$ cat config.mk
export PLATFORM = sky130hd
export DESIGN_NAME = prbsgen_parallel_fab
export DESIGN_NICKNAME = d
export VERILOG_FILES = /design/src/rtl/prbsgen_parallel_fab.sv
export SDC_FILE = /design/constraint.sdc
export NUM_CORES = 1
export LEC_CHECK = 0
export CORE_MARGIN = 2
export CORE_UTILIZATION = 55
export CTS_BUF_LIST = sky130_fd_sc_hd__clkbuf_4 sky130_fd_sc_hd__clkbuf_8
export DETAILED_ROUTE_END_ITERATION = 10
export PLACE_DENSITY = 0.81
export SLEW_MARGIN = 0
export SYNTH_ARGS = -nofsm -noshare
export SYNTH_HDL_FRONTEND = slang
export SYNTH_SLANG_ARGS = --single-unit
$ cat constraint.sdc
create_clock -name clk_i -period 4.05 [get_ports clk_i]
set_clock_uncertainty 0.05 [all_clocks]
set_input_delay 0.81 -clock clk_i [delete_from_list [all_inputs] [get_ports clk_i]]
set_output_delay 0.81 -clock clk_i [all_outputs]
set_load 0.1 [all_outputs]
$ cat src/rtl/prbsgen_parallel_fab.sv
// Parallel PRBS7 (x^7 + x^6 + 1) pattern generator: training preamble after enable, then one
// nbits-wide PRBS word per clock with single-bit error injection and a saturating word counter.
module prbsgen_parallel_fab #(
  parameter int unsigned      nbits         = 8,
  parameter int unsigned      TRAIN_WORDS   = 16,
  parameter logic [nbits-1:0] TRAIN_PATTERN = nbits'(8'hF0),
  parameter logic [6:0]       SEED          = 7'h7F,
  parameter int unsigned      CNT_W         = 32
) (
  input  logic             clk_i,
  input  logic             resetn_i,
  input  logic             prbs_en_i,
  input  logic             inj_err_i,
  output logic [nbits-1:0] data_out_o,
  output logic             prbs_valid_o,
  output logic             inj_ack_o,
  output logic [CNT_W-1:0] word_cnt_o
);

  localparam int unsigned    TW_W     = (TRAIN_WORDS > 0) ? $clog2(TRAIN_WORDS + 1) : 1;
  localparam logic [TW_W-1:0] TW_LAST = TW_W'(TRAIN_WORDS);
  localparam logic [6:0]     SEED_EFF = (SEED == 7'd0) ? 7'h7F : SEED;

  typedef enum logic [1:0] {IDLE, TRAIN, PRBS} state_e;

  // Serial expansion of s[n] = s[n-6] ^ s[n-7]; first generated bit lands in the MSB.
  function automatic logic [nbits-1:0] prbs_word(input logic [6:0] hist);
    logic [6:0]       s;
    logic [nbits-1:0] w;
    logic             b;
    s = hist;
    w = '0;
    for (int i = 0; i < int'(nbits); i++) begin
      b = s[5] ^ s[6];
      s = {s[5:0], b};
      w = {w[nbits-2:0], b};
    end
    return w;
  endfunction

  state_e            state_q, state_d;
  logic [TW_W-1:0]   train_q, train_d;
  logic [6:0]        h_q, h_d;
  logic              pend_q, pend_d;
  logic [nbits-1:0]  data_q, data_d;
  logic              valid_q, valid_d;
  logic              ack_q, ack_d;
  logic [CNT_W-1:0]  cnt_q, cnt_d;
  logic [nbits-1:0]  w;

  always_ff @(posedge clk_i or negedge resetn_i) begin
    if (!resetn_i) begin
      state_q <= IDLE;
      train_q <= '0;
      h_q     <= SEED_EFF;
      pend_q  <= 1'b0;
      data_q  <= '0;
      valid_q <= 1'b0;
      ack_q   <= 1'b0;
      cnt_q   <= '0;
    end else begin
      state_q <= state_d;
      train_q <= train_d;
      h_q     <= h_d;
      pend_q  <= pend_d;
      data_q  <= data_d;
      valid_q <= valid_d;
      ack_q   <= ack_d;
      cnt_q   <= cnt_d;
    end
  end

  // Transition decided from the current state, outputs from the state being entered.
  always_comb begin
    state_d = state_q;
    train_d = train_q;
    h_d     = h_q;
    pend_d  = pend_q;
    cnt_d   = cnt_q;
    data_d  = '0;
    valid_d = 1'b0;
    ack_d   = 1'b0;
    w       = prbs_word(h_q);

    case (state_q)
      IDLE: begin
        if (prbs_en_i) begin
          cnt_d   = '0;
          train_d = TW_W'(1);
          state_d = (TRAIN_WORDS == 0) ? PRBS : TRAIN;
        end
      end
      TRAIN: begin
        pend_d = pend_q | inj_err_i;
        if (train_q == TW_LAST) state_d = PRBS;
        else                    train_d = train_q + TW_W'(1);
      end
      PRBS:    pend_d = pend_q | inj_err_i;
      default: state_d = IDLE;
    endcase

    if (!prbs_en_i) state_d = IDLE;

    case (state_d)
      TRAIN: data_d = TRAIN_PATTERN;
      PRBS: begin
        valid_d = 1'b1;
        data_d  = w;
        h_d     = w[6:0];
        if (cnt_d != '1) cnt_d = cnt_d + CNT_W'(1);
        // History advances from the clean word so injection never disturbs the sequence.
        if (pend_q) begin
          data_d[0] = ~w[0];
          ack_d     = 1'b1;
          pend_d    = inj_err_i;
        end
      end
      default: begin
        h_d    = SEED_EFF;
        pend_d = 1'b0;
      end
    endcase
  end

  assign data_out_o   = data_q;
  assign prbs_valid_o = valid_q;
  assign inj_ack_o    = ack_q;
  assign word_cnt_o   = cnt_q;

endmodule

==> results.cfg <==
[worst_setup_path]
worstSetupEndpoint = word_cnt_o[31]
r2r_slack_ns = 0.46
worstPathMaxFanout = 15
path_delay_family = simple AND/OR/NAND/NOR gates
cpPeakStageDelay_ns = 0.57
cp.arrival_ns = 3.80
worstPathRequired_ns = 4.26
crit_buf_inv = 2
crit_type = reg -> reg
cp-end-kind = flop
crit_start = train_q[0]
path_cells = inv_1 > ha_1 > nand4bb_1 > buf_4 > a21oi_1 > nor2_1 > o21ai_0 > ha_1 > nand4_1 > nor2_1 > nand4_1 > or4_1 > a21oi_1
r2r_start = train_q[0]
critPathSlowestCell = ha_1
r2r.worst_path.cells = 13
cp.depth = 13
cp-start-kind = flop
reg2reg_to = word_cnt_o[31]

[cells_and_area]
drive_gt1_frac = 0.0897
final_cell_mix = dfrtp_1, clkdlybuf4s50_1, a21oi_1
syn_to_final_growth_pct = 23.7
diodes = 0
finalNonFillerCells = 462
fill_cells = 434
final_area_sq_um = 3870
nNetsFinal = 399
fin_util = 0.704
final_common_cell = dfrtp_1

[cts]
cts_max_level = 3
clk_pin_slew_ns = 0.07
cts_tree = done
cts_max_path_buffers = 2
cts_sinks = 57
cts.hold.buffers_added = 0
cts_setup_buffers = 0
cts_made_buffers = 9
clk_latency_ns = 0.34
cts_resized = 0
cts_root_buffer = clkbuf_8

[hold_path]
worstHoldPathCells = 2
hold_path_class = reg -> reg

[outcome]
status = finished clean

[sta]
finalSetupViolations = 0
layout_min_cycle_time_ns = 3.59
report.final.slew_viol_count = 0
setup_slack_ns = 0.458
rsz0062_at_grt = false
final_hold_viol_count = 0
whs_ns = 0.437
period_share = 0.887
fmax_mhz = 278
worst_slew_pin_slew_ns = 0.986
setup_tns_ns = 0
max_slew_margin = 0.341

[yosys]
ys_warn_count = 0
synth_nets = 350
synthCells = 336
synthFlopType = dfrtp_1
synthesis.area_sq_um = 3130
yosysUniqueCellTypes = 44
synth.avg_cell_area_sq_um = 9.32
synth_async_sr_flop_share = 1.00
seq_area_frac_synth = 0.458
ys_ff_latch = 57
synth_edf_count = 0

[grt]
antenna_found_initial = 0
first_global_vias = 2656
track_usage = 0.254
grt_max_degree = 36
grt_pass1_wl_microns = 12600
overflow = 0

[detailed_routing]
ant_nets = 0
drcViolationCount = 0
first_pass_iters = 4
via_per_inst = 5.96
drt_iter0_drc = 135
routedWlPerCell_microns = 15.5
routed-via-count = 2754
postRouteWirelength_microns = 7150

[die]
die-height_microns = 79.5
rows = 27
core_area_sq_um = 5510
initial_core_util = 0.569
io_pins = 46
fp.dieW_microns = 79.5
dieArea_sq_um = 6310

[place]
port_buffers = 45
dp_cells = 446
dp_slack_ns = 0.213
dpl.hpwl_microns = 5010
placed_area_sq_um = 3660
gp_congestion = 0.802

[job]
cap_violations = 0

[pwr]
ir_drop_mv = 0.205
p_leak_nw = 1.52
power_density_nw_per_um2 = 336
totalPowerFinal_mw = 1.30
sequential cells by signal, summed over array words and instances (netlist names):
signal and count:
data_out_o 8, train_q 5, word_cnt_o 32, state_q 2, pend_q 1, h_q 7, inj_ack_o 1, prbs_valid_o 1
per-layer routing:
layer	track usage	wire length, microns
met1	0.345	3210
met2	0.393	3410
met3	0.0690	406
met4	0.0897	119
met5	0	0
worst min path at each step:
stage	slack [ns]	endpoint	startpoint
6_report	0.44	h_q[0]	h_q[0]
5_1_grt	0.46	h_q[6]	h_q[6]
4_1_cts	0.44	h_q[0]	h_q[0]
3_5_place_dp	0.43	h_q[0]	h_q[0]
3_3_place_gp	0.43	h_q[6]	h_q[6]
2_1_floorplan	0.41	h_q[6]	h_q[6]
cell usage after synthesis, types with 2 or more instances:
| master | count | area (sq um) |
|---|---|---|
| xnor2_1 | 9 | 78.8 |
| o31ai_1 | 13 | 97.6 |
| inv_1 | 14 | 52.6 |
| nor2b_1 | 6 | 37.5 |
| dfrtp_1 | 50 | 1250 |
| ha_1 | 10 | 125 |
| o21ai_1 | 2 | 10.0 |
| nor4_1 | 2 | 12.5 |
| buf_2 | 2 | 10.0 |
| a22oi_1 | 2 | 15.0 |
| nor4_2 | 2 | 25.0 |
| dfstp_2 | 7 | 184 |
| nand3_1 | 20 | 100 |
| nand4_1 | 14 | 87.6 |
| a2bb2oi_1 | 2 | 17.5 |
| xor2_1 | 7 | 61.3 |
| a21oi_1 | 34 | 170 |
| or4_1 | 12 | 90.1 |
| nand2_1 | 21 | 78.8 |
| and3_1 | 7 | 43.8 |
| o21ai_0 | 21 | 105 |
| nor3_1 | 9 | 45.0 |
| or3_1 | 13 | 81.3 |
| o31a_1 | 2 | 17.5 |
| clkbuf_1 | 9 | 33.8 |
| nand2b_1 | 5 | 31.3 |
| nor2_1 | 15 | 56.3 |
| and4_1 | 3 | 26.3 |
| and2_1 | 7 | 43.8 |
| mux2i_1 | 2 | 20.0 |
cells by family (layout without fill, tap and decap cells):
group                    count (synthesis)  in the layout  synth area share
AO/OA/AOI/OAI                           85             85             0.165
adder cells (fa/ha/maj)                 10             10            0.0400
AND/OR/NAND/NOR                        139            139             0.251
flip-flops                              57             57             0.458
buffers and inverters                   27             81            0.0344
XOR/XNOR                                16             16            0.0447
multiplexers                             2              2           0.00639
worst register-to-register path, delay by kind of cell (launching register included):
kind / cells / cell delay (ns)
adder cells (fa/ha/maj): 2 / 0.72
flip-flops: 1 / 0.45
AND/OR/NAND/NOR: 6 / 1.38
AO/OA/AOI/OAI: 3 / 0.63
buffers and inverters: 2 / 0.29
power by group:
part           switching, mW  leakage [nW]  internal, mW  total [mW]
registers             0.0131         0.764         0.584       0.597
logic                 0.0776         0.654        0.0384       0.116
clock network          0.243         0.106         0.346       0.589
total                  0.334          1.52         0.968        1.30
cell type report:
cell class / count / area (sq um) / area share
Multi-Input combinational cell: 252 / 1590 / 0.410
Clock buffer: 9 / 124 / 0.0320
Timing Repair Buffer: 51 / 490 / 0.127
Inverter: 14 / 52.6 / 0.0136
Tap cell: 72 / 90.1 / 0.0232
Clock inverter: 7 / 93.8 / 0.0242
Sequential cell: 57 / 1440 / 0.370
(Power assumes the default switching activity.)
